[config.mk]
export PLATFORM = sky130hd
export DESIGN_NAME = egg_timer_ctrl_flat
export DESIGN_NICKNAME = d
export VERILOG_FILES = /design/src/rtl/egg_timer_if.sv /design/src/rtl/egg_timer_ctrl.sv /design/src/flat_wrapper.sv
export SDC_FILE = /design/constraint.sdc
export NUM_CORES = 1
export LEC_CHECK = 0
export CAP_MARGIN = 30
export CORE_ASPECT_RATIO = 0.7
export CORE_MARGIN = 4
export CORE_UTILIZATION = 62
export DETAILED_ROUTE_END_ITERATION = 6
export GPL_TIMING_DRIVEN = 0
export PLACE_DENSITY = 0.83
export SYNTH_ARGS = -nofsm -noshare
export SYNTH_HDL_FRONTEND = slang
export SYNTH_SLANG_ARGS = --single-unit
[constraint.sdc]
create_clock -name pulse_500Hz -period 3.74 [get_ports pulse_500Hz]
set_clock_uncertainty 0.2 [all_clocks]
set_input_delay 0.748 -clock pulse_500Hz [delete_from_list [all_inputs] [get_ports pulse_500Hz]]
set_output_delay 0.748 -clock pulse_500Hz [all_outputs]
set_load 0.02 [all_outputs]
[src/rtl/egg_timer_if.sv]
// rtl/egg_timer_if.sv - button/strobe inputs and display/alarm outputs of the egg timer controller
interface egg_timer_if #(
    parameter int FIELDS = 2
);
    logic                  sec_tick;
    logic [FIELDS-1:0]     inc_btn;
    logic                  start_btn;
    logic                  clear_btn;
    logic [8*FIELDS-1:0]   time_bcd;
    logic [1:0]            state;
    logic                  running;
    logic                  alarm;
    logic                  done_pulse;

    modport master (
        output sec_tick, inc_btn, start_btn, clear_btn,
        input  time_bcd, state, running, alarm, done_pulse
    );

    modport slave (
        input  sec_tick, inc_btn, start_btn, clear_btn,
        output time_bcd, state, running, alarm, done_pulse
    );
endinterface

[src/rtl/egg_timer_ctrl.sv]
// rtl/egg_timer_ctrl.sv - SET/RUN/PAUSE/DONE egg timer with BCD countdown, hold-repeat and alarm (option: EGG_TIMER_RELOAD_EN)
module egg_timer_ctrl #(
    parameter int FIELDS     = 2,
    parameter int HOLD_TICKS = 2,
    parameter int ALARM_SECS = 10
) (
    input  logic          pulse_500Hz,
    input  logic          reset,
    egg_timer_if.slave    tif
);
    typedef enum logic [1:0] {ST_SET = 2'd0, ST_RUN = 2'd1, ST_PAUSE = 2'd2, ST_DONE = 2'd3} state_t;

    state_t                     state_q, state_d;
    logic [8*FIELDS-1:0]        time_q, time_d;
    logic                       done_q, done_d;
    logic [FIELDS-1:0][3:0]     hold_q, hold_d;
    logic [7:0]                 alarm_cnt_q, alarm_cnt_d;
    logic [FIELDS-1:0]          inc_q;
    logic                       start_q, clear_q;
    logic [FIELDS-1:0]          inc_edge;
    logic                       start_edge, clear_edge;
    logic [8*FIELDS-1:0]        dec_val;
    logic [8*FIELDS-1:0]        exit_time;

    assign inc_edge   = tif.inc_btn & ~inc_q;
    assign start_edge = tif.start_btn & ~start_q;
    assign clear_edge = tif.clear_btn & ~clear_q;

    // One field step up: ones wrap 9->0 into tens, tens wrap 5->0, never carries out
    function automatic logic [7:0] inc_field(input logic [7:0] f);
        logic [7:0] r;
        r = f;
        if (f[3:0] == 4'd9) begin
            r[3:0] = 4'd0;
            r[7:4] = (f[7:4] == 4'd5) ? 4'd0 : f[7:4] + 4'd1;
        end else begin
            r[3:0] = f[3:0] + 4'd1;
        end
        return r;
    endfunction

    // Subtract one second across all base-60 fields with borrow
    function automatic logic [8*FIELDS-1:0] dec_time(input logic [8*FIELDS-1:0] t);
        logic [8*FIELDS-1:0] r;
        logic                borrow;
        r      = t;
        borrow = 1'b1;
        for (int i = 0; i < FIELDS; i++) begin
            if (borrow) begin
                if (r[8*i +: 4] != 4'd0) begin
                    r[8*i +: 4] = r[8*i +: 4] - 4'd1;
                    borrow      = 1'b0;
                end else begin
                    r[8*i +: 4] = 4'd9;
                    if (r[8*i+4 +: 4] != 4'd0) begin
                        r[8*i+4 +: 4] = r[8*i+4 +: 4] - 4'd1;
                        borrow        = 1'b0;
                    end else begin
                        r[8*i+4 +: 4] = 4'd5;
                    end
                end
            end
        end
        return r;
    endfunction

    assign dec_val = dec_time(time_q);

`ifdef EGG_TIMER_RELOAD_EN
    logic [8*FIELDS-1:0] reload_q;

    // Capture the programmed time at every start from SET so DONE can restore it
    always_ff @(posedge pulse_500Hz) begin
        if (reset) begin
            reload_q <= '0;
        end else if (state_q == ST_SET && state_d == ST_RUN) begin
            reload_q <= time_q;
        end
    end

    assign exit_time = reload_q;
`else
    assign exit_time = '0;
`endif

    // State, time, counters and button history registers
    always_ff @(posedge pulse_500Hz) begin
        if (reset) begin
            state_q     <= ST_SET;
            time_q      <= '0;
            done_q      <= 1'b0;
            hold_q      <= '0;
            alarm_cnt_q <= '0;
            inc_q       <= '0;
            start_q     <= 1'b0;
            clear_q     <= 1'b0;
        end else begin
            state_q     <= state_d;
            time_q      <= time_d;
            done_q      <= done_d;
            hold_q      <= hold_d;
            alarm_cnt_q <= alarm_cnt_d;
            inc_q       <= tif.inc_btn;
            start_q     <= tif.start_btn;
            clear_q     <= tif.clear_btn;
        end
    end

    // Next state: clear edge beats start edge beats inc beats sec_tick
    always_comb begin
        state_d     = state_q;
        time_d      = time_q;
        done_d      = 1'b0;
        hold_d      = hold_q;
        alarm_cnt_d = '0;
        for (int i = 0; i < FIELDS; i++) begin
            if (!tif.inc_btn[i] || state_q != ST_SET) begin
                hold_d[i] = '0;
            end
        end
        if (clear_edge) begin
            state_d = ST_SET;
            time_d  = '0;
        end else begin
            case (state_q)
                ST_SET: begin
                    if (start_edge) begin
                        if (time_q != '0) begin
                            state_d = ST_RUN;
                        end
                    end else begin
                        for (int i = 0; i < FIELDS; i++) begin
                            if (inc_edge[i]) begin
                                time_d[8*i +: 8] = inc_field(time_q[8*i +: 8]);
                            end else if (tif.inc_btn[i] && tif.sec_tick) begin
                                if (hold_q[i] >= 4'(HOLD_TICKS - 1)) begin
                                    time_d[8*i +: 8] = inc_field(time_q[8*i +: 8]);
                                end else begin
                                    hold_d[i] = hold_q[i] + 4'd1;
                                end
                            end
                        end
                    end
                end
                ST_RUN: begin
                    if (start_edge) begin
                        state_d = ST_PAUSE;
                    end else if (tif.sec_tick) begin
                        time_d = dec_val;
                        if (dec_val == '0) begin
                            state_d = ST_DONE;
                            done_d  = 1'b1;
                        end
                    end
                end
                ST_PAUSE: begin
                    if (start_edge) begin
                        state_d = ST_RUN;
                    end
                end
                default: begin
                    alarm_cnt_d = alarm_cnt_q;
                    if (start_edge || (|inc_edge)) begin
                        state_d     = ST_SET;
                        time_d      = exit_time;
                        alarm_cnt_d = '0;
                    end else if (tif.sec_tick) begin
                        if (alarm_cnt_q == 8'(ALARM_SECS - 1)) begin
                            state_d     = ST_SET;
                            time_d      = exit_time;
                            alarm_cnt_d = '0;
                        end else begin
                            alarm_cnt_d = alarm_cnt_q + 8'd1;
                        end
                    end
                end
            endcase
        end
    end

    assign tif.time_bcd   = time_q;
    assign tif.state      = state_q;
    assign tif.running    = (state_q == ST_RUN);
    assign tif.alarm      = (state_q == ST_DONE);
    assign tif.done_pulse = done_q;
endmodule

[src/flat_wrapper.sv]
// flat-port wrapper written by rule: the top's interface ports become plain ports
module egg_timer_ctrl_flat 
#(
    parameter int FIELDS     = 2,
    parameter int HOLD_TICKS = 2,
    parameter int ALARM_SECS = 10
)
  (pulse_500Hz, reset, tif_sec_tick, tif_inc_btn, tif_start_btn, tif_clear_btn, tif_time_bcd, tif_state, tif_running, tif_alarm, tif_done_pulse);
  egg_timer_if #(.FIELDS(FIELDS)) tif_i ();
  input  logic pulse_500Hz;
  input  logic reset;
  input wire logic [$bits(tif_i.sec_tick)-1:0] tif_sec_tick;
  input wire logic [$bits(tif_i.inc_btn)-1:0] tif_inc_btn;
  input wire logic [$bits(tif_i.start_btn)-1:0] tif_start_btn;
  input wire logic [$bits(tif_i.clear_btn)-1:0] tif_clear_btn;
  output wire logic [$bits(tif_i.time_bcd)-1:0] tif_time_bcd;
  output wire logic [$bits(tif_i.state)-1:0] tif_state;
  output wire logic [$bits(tif_i.running)-1:0] tif_running;
  output wire logic [$bits(tif_i.alarm)-1:0] tif_alarm;
  output wire logic [$bits(tif_i.done_pulse)-1:0] tif_done_pulse;
  assign tif_i.sec_tick = tif_sec_tick;
  assign tif_i.inc_btn = tif_inc_btn;
  assign tif_i.start_btn = tif_start_btn;
  assign tif_i.clear_btn = tif_clear_btn;
  assign tif_time_bcd = tif_i.time_bcd;
  assign tif_state = tif_i.state;
  assign tif_running = tif_i.running;
  assign tif_alarm = tif_i.alarm;
  assign tif_done_pulse = tif_i.done_pulse;
  egg_timer_ctrl #(.FIELDS(FIELDS), .HOLD_TICKS(HOLD_TICKS), .ALARM_SECS(ALARM_SECS)) u_core (.pulse_500Hz(pulse_500Hz), .reset(reset), .tif(tif_i));
endmodule
==> results of run 1 <==
cell usage in the layout (no fill, tap or decap), types with 3 or more instances in the layout:
cell type / synthesis / final
or2_2: 3 / 3
a21oi_1: 27 / 27
o211ai_1: 3 / 3
nor2b_1: 12 / 12
o21ai_0: 10 / 10
nand2_1: 21 / 21
and2_1: 3 / 3
or2_1: 3 / 3
a211oi_1: 6 / 6
o31ai_1: 5 / 5
nor4b_1: 3 / 3
buf_2: 9 / 9
nand4_1: 11 / 11
a31oi_1: 7 / 7
clkdlybuf4s50_1: 0 / 26
nor2_1: 32 / 32
o211a_1: 3 / 3
dfxtp_1: 39 / 39
and3_1: 3 / 3
nand2b_1: 4 / 4
a32oi_1: 3 / 3
xnor2_1: 5 / 5
nand3_1: 12 / 12
nor3_1: 10 / 10
xor2_1: 5 / 5
nor3b_1: 3 / 3
inv_1: 16 / 16
ha_1: 20 / 20
mux2i_1: 4 / 4
clkbuf_8: 0 / 5
clkbuf_1: 8 / 8
area by class of cell:
| cell class | count | area share |
|---|---|---|
| buffer | 18 | 0.0259 |
| sequential | 39 | 0.234 |
| timing repair buffer | 26 | 0.0780 |
| inverter | 18 | 0.0203 |
| tap | 55 | 0.0206 |
| clock inverter | 3 | 0.00600 |
| multi-input combinational | 276 | 0.595 |
| clock buffer | 5 | 0.0206 |
routing by layer:
layer	up-vias	wire length, um	global-route usage
met4	0	51	0.0534
met1	1320	3540	0.399
met5	-	0	0
met3	8	749	0.0584
li1	1358	-	-
met2	146	3120	0.375
cells by family after synthesis:
family,after synthesis,synth area share
compound gates,93,0.237
flops,39,0.268
fa+ha+maj,20,0.0858
mux,7,0.0266
simple gates,146,0.300
buf+inv,36,0.0527
xor+xnor,10,0.0300
metrics by stage:
stage,util,setup WS [ns],hold WS (ns)
final,0.753,0.550,0.313
after global routing,0.753,0.406,0.350
after detailed placement,0.733,0.664,0.304
after floorplan,-,1.32,0.267
after global placement,0.733,0.695,0.282
after CTS,0.753,0.582,0.314
final timing paths:
path,slack (ns),depth (start not counted),endpoint
hold reg to reg,0.31,2,u_core.hold_q[5]
setup reg to reg,1.03,9,u_core.tif.done_pulse
setup / recovery,0.55,5,tif_running
hold / removal,0.31,2,u_core.hold_q[5]
critical path, delay by kind of cell, from the launching register on:
family                 cells  cell delay, ns
DFF                        1            0.38
buffers and inverters      4            1.44
and+or+nand+nor            1            0.12
sequential cells by signal, summed over array words and instances (netlist names):
signal,flops
u_core.alarm_cnt_q,8
u_core.clear_q,1
u_core.hold_q,8
u_core.inc_q,2
u_core.start_q,1
u_core.tif.done_pulse,1
u_core.tif.state,2
u_core.tif.time_bcd,16
power by group through the flow:
stage	Sequential, mW	Combinational [mW]	Clock, mW
5_1_grt	0.437	0.287	0.323
3_5_place_dp	0.445	0.257	0
3_3_place_gp	0.444	0.254	0
4_1_cts	0.435	0.259	0.298
6_report	0.435	0.268	0.293
2_1_floorplan	0.449	0.178	0
==> results.json, run 1 <==
{
  "status": "finished, final reports clean",
  "synth_area_mm2": 0.00292,
  "synth_top_area_frac": 0.268,
  "worst_ep_arrival_time_ns": 2.24,
  "routedWlPerCell_um": 17.0,
  "cp-startpoint": "u_core.tif.state[1]",
  "drt_wl_total_um": 7460,
  "cts_sinks": 39,
  "slowest_stage": "clkdlybuf4s50_1",
  "multi_input_area_mm2": 0.00198,
  "async_flop_share": 0,
  "drv_slew": 0,
  "yosysWarnings": 0,
  "synth_commonest_cells": "dfxtp_1 (39), nor2_1 (32), a21oi_1 (27), nand2_1 (21), ha_1 (20)",
  "power.share.sequential": 0.437,
  "placedCellCount": 432,
  "crit_fanout": 10,
  "ys.flop_type": "dfxtp_1",
  "cp-start-kind": "flip-flop",
  "synthCells": 351,
  "dr.pass1.iters": 5,
  "rows": 20,
  "hold_viol": 0,
  "cts_buffer_depth": 2,
  "finalNonFillerCells": 440,
  "max_freq_mhz": 313,
  "place.gp.congestion": 0.947,
  "peakVddDrop_mv": 0.185,
  "p_leak_nw": 1.22,
  "start_util": 0.659,
  "cpPeakStageDelay_ns": 0.63,
  "timing.slew.headroom": 0.526,
  "cts_tree": "built",
  "cellPowerDensity_mw_per_mm2": 299,
  "vias_per_cell": 6.44,
  "min_path_type": "flip-flop to flip-flop",
  "synth-edff-count": 0,
  "fp.dieH_um": 65.4,
  "num-fill-cells": 349,
  "final_area_mm2": 0.00334,
  "swShare": 0.348,
  "htreeDepth": 2,
  "cts_resized": 0,
  "drive_above_1_share": 0.117,
  "finalCritPeriodShare": 0.853,
  "power.total_mw": 0.997,
  "setup_viol": 0,
  "post_synth.cell_area_avg_um2": 8.31,
  "grt_pass1_vias": 2545,
  "setup_tns_ns": 0,
  "internal_power_mw": 0.650,
  "grt_pass1_wl_um": 12600,
  "synth_nets": 378,
  "switchingPower_mw": 0.347,
  "cts-root-buf": "clkbuf_8",
  "placed_area_mm2": 0.00325,
  "die_area_mm2": 0.00589,
  "worstSetupPathType": "flip-flop to output port",
  "path_clk_slew_ns": 0.08,
  "hpwl_um": 5390,
  "crit_chain": "buf_2 -> nand2b_1 -> buf_2 -> clkinv_1 -> clkdlybuf4s50_1",
  "regArea_um2": 781,
  "io_buffers": 26,
  "comb_power_share": 0.269,
  "die_w_um": 90.0,
  "cpMostUsedCell": "buf_2",
  "grt_max_degree": 14,
  "num_vias": 2832,
  "cp.required_ns": 2.79,
  "ys_seq_area_frac": 0.268,
  "rsz0062_at_grt": "false",
  "synth_top_cells_by_area": "dfxtp_1 (27%), ha_1 (8.6%), a21oi_1 (4.6%)",
  "first_iter_violations": 302,
  "drv_cap": 0,
  "period_minus_slack_ns": 3.19,
  "drcViolationCount": 0,
  "ant_nets": 0,
  "worst_skew_pair.late_latency_ns": 0.30,
  "clkPwrFrac": 0.294,
  "numCtsBuffers": 5,
  "crit_path_end_kind": "output port",
  "reg2reg_from": "u_core.tif.time_bcd[4]",
  "nets": 411,
  "gr-total-overflow": 0,
  "post-synth-top-count-cell": "dfxtp_1",
  "layout-area-overhead-vs-synth_pct": 14.3,
  "io_pins": 28,
  "synth.largest_area_cell": "dfxtp_1",
  "hp-start": "u_core.hold_q[5]",
  "grt_use_total": 0.262,
  "holdBufCountCts": 0,
  "ys_seq_elements": 39,
  "diodes": 0,
  "postCtsSetupBuffers": 0,
  "worst_pin_slew_ns": 0.708,
  "synth_cell_types": 78,
  "antenna_found_initial": 0,
  "core-area_mm2": 0.00443
}
Power figures use the tool's default switching activity.
==> inputs of run 2 (changes only) <==
--- a/config.mk
+++ b/config.mk
@@ -12,6 +12,7 @@
 export DETAILED_ROUTE_END_ITERATION = 6
 export GPL_TIMING_DRIVEN = 0
 export PLACE_DENSITY = 0.83
+export REMOVE_ABC_BUFFERS = 1
 export SYNTH_ARGS = -nofsm -noshare
 export SYNTH_HDL_FRONTEND = slang
 export SYNTH_SLANG_ARGS = --single-unit
==> run 2 against run 1 <==
Effect of this change:
- via count fell by 1.4%
- die area did not move
- combinational power shrank 10%
- sequential power is 2% higher
- count of clock-buffer cells in the layout is the same
- first-iteration DRC count rose by 1.7%
- critical endpoint unchanged
- largest power group unchanged
==> results.json, run 2 (same netlist as run 1, synthesis figures left out) <==
{
  "crit_path_end_kind": "output port",
  "reg2reg_slack_ns": 1.05,
  "hold_viol": 0,
  "p_leak_nw": 1.18,
  "largest_reg_flops": 16,
  "place.gp.congestion": 0.892,
  "cts_sinks": 39,
  "grt_max_degree": 17,
  "min_path_type": "flip-flop to flip-flop",
  "io_buffers": 27,
  "layout-area-overhead-vs-synth_pct": 12.3,
  "rsz0062_at_grt": "false",
  "r2r_end": "u_core.tif.time_bcd[7]",
  "period_minus_slack_ns": 3.44,
  "htreeDepth": 2,
  "dr.pass1.iters": 7,
  "die_w_um": 90.0,
  "hpwl_um": 5090,
  "cpPeakStageDelay_ns": 0.68,
  "setup_tns_ns": 0,
  "drv_slew": 0,
  "reg2reg_from": "u_core.tif.state[0]",
  "gr-total-overflow": 0,
  "peakVddDrop_mv": 0.166,
  "first_iter_violations": 307,
  "worst_skew_pair.late_latency_ns": 0.30,
  "worst_pin_slew_ns": 0.909,
  "worstSetupPathType": "flip-flop to output port",
  "final_cell_mix": "dfxtp_1 (39), nor2_1 (32), a21oi_1 (27), clkdlybuf4s50_1 (27), nand2_1 (21)",
  "holdWs_ns": 0.300,
  "setup_viol": 0,
  "drv_cap": 0,
  "hold_path_depth": 2,
  "postCtsSetupBuffers": 0,
  "grt_pass1_wl_um": 12600,
  "nets": 394,
  "fp.dieH_um": 65.4,
  "layout_commonest_cell": "dfxtp_1",
  "grt_use_total": 0.260,
  "cellPowerDensity_mw_per_mm2": 317,
  "cts_tree": "built",
  "holdPathEnd": "u_core.hold_q[5]",
  "ant_nets": 0,
  "drive_above_1_share": 0.0926,
  "max_freq_mhz": 291,
  "cts-root-buf": "clkbuf_8",
  "cp.required_ns": 2.79,
  "path_clk_slew_ns": 0.08,
  "reg2regPathDepth": 5,
  "hp-start": "u_core.hold_q[5]",
  "worst_ep_arrival_time_ns": 2.49,
  "cts_resized": 0,
  "core-area_mm2": 0.00443,
  "antenna_found_initial": 0,
  "cts_buffer_depth": 2,
  "drcViolationCount": 0,
  "rows": 20,
  "status": "finished, final reports clean",
  "vias_per_cell": 6.62,
  "num_vias": 2793,
  "holdBufCountCts": 0,
  "crit_fanout": 14,
  "start_util": 0.659,
  "crit_chain": "nand2b_1 -> clkinv_1 -> clkdlybuf4s50_1",
  "die_area_mm2": 0.00589,
  "numCtsBuffers": 5,
  "io_pins": 28,
  "slowest_stage": "dfxtp_1",
  "cp-start-kind": "flip-flop",
  "timing.slew.headroom": 0.392,
  "grt_pass1_vias": 2616,
  "finalCritPeriodShare": 0.920,
  "drt_wl_total_um": 7350,
  "diodes": 0,
  "routedWlPerCell_um": 17.4
}
[run 2: cell count changes in the layout (fill, tap and decap cells not counted)]
cell,before,now
buf_6,1,0
clkinvlp_4,2,1
bufinv_16,0,1
clkinv_2,1,0
clkdlybuf4s50_1,26,27
clkbuf_1,8,0
buf_2,9,0
[run 2: worst max-delay path by stage]
stage | start | to | slack [ns] | depth (start not counted)
final | u_core.tif.state[1] | tif_running | 0.30 | 3
after global routing | u_core.tif.state[1] | tif_running | 0.21 | 3
after CTS | u_core.tif.state[1] | tif_running | 0.38 | 3
after detailed placement | tif_sec_tick | u_core.tif.time_bcd[7] | 0.43 | 6
after global placement | tif_sec_tick | u_core.tif.time_bcd[7] | 0.46 | 6
after floorplan | u_core.tif.time_bcd[0] | u_core.tif.time_bcd[9] | 1.44 | 7
[run 2: per-stage QoR]
stage / area (um2) / setup slack (ns) / util / power, mW / instances
floorplan: 2830 / 1.44 / - / 0.613 / 333
global placement: 3170 / 0.464 / 0.716 / 0.681 / 415
detailed placement: 3170 / 0.435 / 0.716 / 0.685 / 415
CTS: 3280 / 0.376 / 0.740 / 1.03 / 422
global route: 3280 / 0.214 / 0.740 / 1.08 / 422
finish: 3280 / 0.301 / 0.740 / 1.04 / 422
[run 2: critical path, delay by kind of cell (launching register included)]
family                 cells  cell delay, ns
AND/OR/NAND/NOR            1            0.47
flip-flops                 1            0.68
buffers and inverters      2            1.04
[run 2: routing by layer]
metal / wire [um] / up-vias / track usage
met5: 0 / - / 0
met4: 183 / 0 / 0.0992
met3: 655 / 23 / 0.0481
met2: 3050 / 149 / 0.398
met1: 3460 / 1288 / 0.366
li1: - / 1333 / -
[run 2: area by class of cell]
class,count,area [um2]
Inverter,18,67.6
Sequential cell,39,781
Clock buffer,5,68.8
Tap cell,55,68.8
Multi-Input combinational cell,276,1980
Fill cell,349,1150
Timing Repair Buffer,27,270
Clock inverter,2,37.5
[run 2: report_power, final]
| part | total, mW | internal, mW | switching [mW] |
|---|---|---|---|
| combinational | 0.241 | 0.0886 | 0.152 |
| clock | 0.355 | 0.195 | 0.160 |
| sequential | 0.443 | 0.423 | 0.0199 |
==> inputs of run 3 (changes only) <==
--- a/config.mk
+++ b/config.mk
@@ -7,11 +7,12 @@
 export LEC_CHECK = 0
 export CAP_MARGIN = 30
 export CORE_ASPECT_RATIO = 0.7
-export CORE_MARGIN = 4
-export CORE_UTILIZATION = 62
+export CORE_MARGIN = 10
+export CORE_UTILIZATION = 65
 export DETAILED_ROUTE_END_ITERATION = 6
+export DONT_BUFFER_PORTS = 1
 export GPL_TIMING_DRIVEN = 0
-export PLACE_DENSITY = 0.83
+export PLACE_DENSITY = 0.79
 export REMOVE_ABC_BUFFERS = 1
 export SYNTH_ARGS = -nofsm -noshare
 export SYNTH_HDL_FRONTEND = slang
==> run 3 against run 2 <==
Effect of this change:
- setup slack better by 0.47 ns
- clock power about the same
- cell area down 8.2%
- global-route usage down 7.4 points
- combinational power down 12%
- utilization down 4.5 points
- critical path depth down 1
- sequential share of layout area up 2.1 points
- sequential power up 2%
- first-iteration DRC count down 24%
- critical endpoint unchanged
- via count down 4.1%
==> results.json, run 3 (same netlist as run 1, synthesis figures left out) <==
{
  "worstSetupPathType": "flip-flop to output port",
  "drv_slew": 0,
  "cp-start-kind": "flip-flop",
  "routedWlPerCell_um": 18.3,
  "fin_ws_ns": 0.775,
  "path_clk_slew_ns": 0.08,
  "holdBufCountCts": 0,
  "timing.slew.headroom": 0.407,
  "ant_nets": 0,
  "peakVddDrop_mv": 0.232,
  "regArea_um2": 781,
  "clkPwrFrac": 0.348,
  "dr.pass1.iters": 5,
  "antenna_found_initial": 0,
  "io_buffers": 0,
  "num_vias": 2679,
  "numCtsBuffers": 5,
  "place_ws_ns": 1.02,
  "die_w_um": 100,
  "layout-area-overhead-vs-synth_pct": 3.04,
  "final_cell_mix": "dfxtp_1 (39), nor2_1 (32), a21oi_1 (27)",
  "utilization": 0.695,
  "fp.dieH_um": 76.1,
  "first_iter_violations": 233,
  "postCtsSetupBuffers": 0,
  "cts_resized": 0,
  "worst_ep_arrival_time_ns": 2.02,
  "multi_input_area_mm2": 0.00198,
  "cellPowerDensity_mw_per_mm2": 337,
  "diodes": 0,
  "grt_use_total": 0.186,
  "status": "finished, final reports clean",
  "gr-total-overflow": 0,
  "p_leak_nw": 1.08,
  "htreeDepth": 2,
  "setup_tns_ns": 0,
  "min_path_type": "flip-flop to flip-flop",
  "reg2reg_slack_ns": 0.93,
  "hpwl_um": 5120,
  "setup_viol": 0,
  "cp.required_ns": 2.79,
  "switchingPower_mw": 0.321,
  "drv_cap": 0,
  "cts_sinks": 39,
  "largest_reg_flops": 16,
  "die_area_mm2": 0.00761,
  "max_freq_mhz": 337,
  "power.share.sequential": 0.444,
  "grt_pass1_wl_um": 12100,
  "rows": 20,
  "place.gp.congestion": 0.904,
  "crit_fanout": 14,
  "cts-root-buf": "clkbuf_8",
  "holdWs_ns": 0.308,
  "hold_viol": 0,
  "drive_above_1_share": 0.100,
  "internal_power_mw": 0.692,
  "worst_pin_slew_ns": 0.886,
  "layout_commonest_cell": "dfxtp_1",
  "cts_buffer_depth": 2,
  "swShare": 0.317,
  "crit_path_end_kind": "output port",
  "grt_pass1_vias": 2361,
  "grt_max_degree": 17,
  "cts_tree": "built",
  "drcViolationCount": 0,
  "io_pins": 28,
  "vias_per_cell": 6.78,
  "comb_power_share": 0.208,
  "start_util": 0.674,
  "rsz0062_at_grt": "false",
  "power.total_mw": 1.01,
  "num-fill-cells": 347,
  "drt_wl_total_um": 7240,
  "finalCritPeriodShare": 0.793,
  "period_minus_slack_ns": 2.96,
  "worst_skew_pair.late_latency_ns": 0.29,
  "core-area_mm2": 0.00433,
  "nets": 367
}
run 3: changes by cell type in the layout (fill, tap and decap cells not counted), sizes merged:
cell,change
clkdlybuf4s50,-27
run 3: path summary, 6_finish.rpt:
kind	startpoint	endpoint	cells past startpoint
setup / recovery	u_core.tif.state[1]	tif_running	2
hold / removal	u_core.hold_q[5]	u_core.hold_q[5]	2
setup reg to reg	u_core.tif.state[0]	u_core.tif.time_bcd[7]	5
hold reg to reg	u_core.hold_q[5]	u_core.hold_q[5]	2
run 3: per-layer routing:
metal | vias up | GRT usage | wire length, um
li1 | 1276 | - | -
met1 | 1233 | 0.273 | 3360
met2 | 159 | 0.260 | 3060
met3 | 11 | 0.0516 | 749
met4 | 0 | 0.0394 | 65
met5 | - | 0 | 0
run 3: critical path: stages (launching register included):
cell and delay, ns:
dfxtp_1 0.75, nand2b_1 0.47, clkinv_1 0.50
run 3: final cells by class:
| cell class | count | area share |
|---|---|---|
| Clock inverter | 2 | 0.0125 |
| Clock buffer | 5 | 0.0229 |
| Sequential cell | 39 | 0.260 |
| Multi-Input combinational cell | 276 | 0.660 |
| Tap cell | 55 | 0.0229 |
| Inverter | 18 | 0.0225 |
run 3: stage by stage:
step           cell area (um2)  cells
2_1_floorplan             2830    333
3_3_place_gp              2900    388
3_5_place_dp              2900    388
4_1_cts                   3010    395
5_1_grt                   3010    395
6_report                  3010    395
run 3: power groups by stage:
stage	Clock, mW	Combinational [mW]	Sequential [mW]
2_1_floorplan	0	0.160	0.453
3_3_place_gp	0	0.200	0.459
3_5_place_dp	0	0.202	0.459
4_1_cts	0.352	0.204	0.449
5_1_grt	0.371	0.229	0.452
6_report	0.352	0.211	0.450
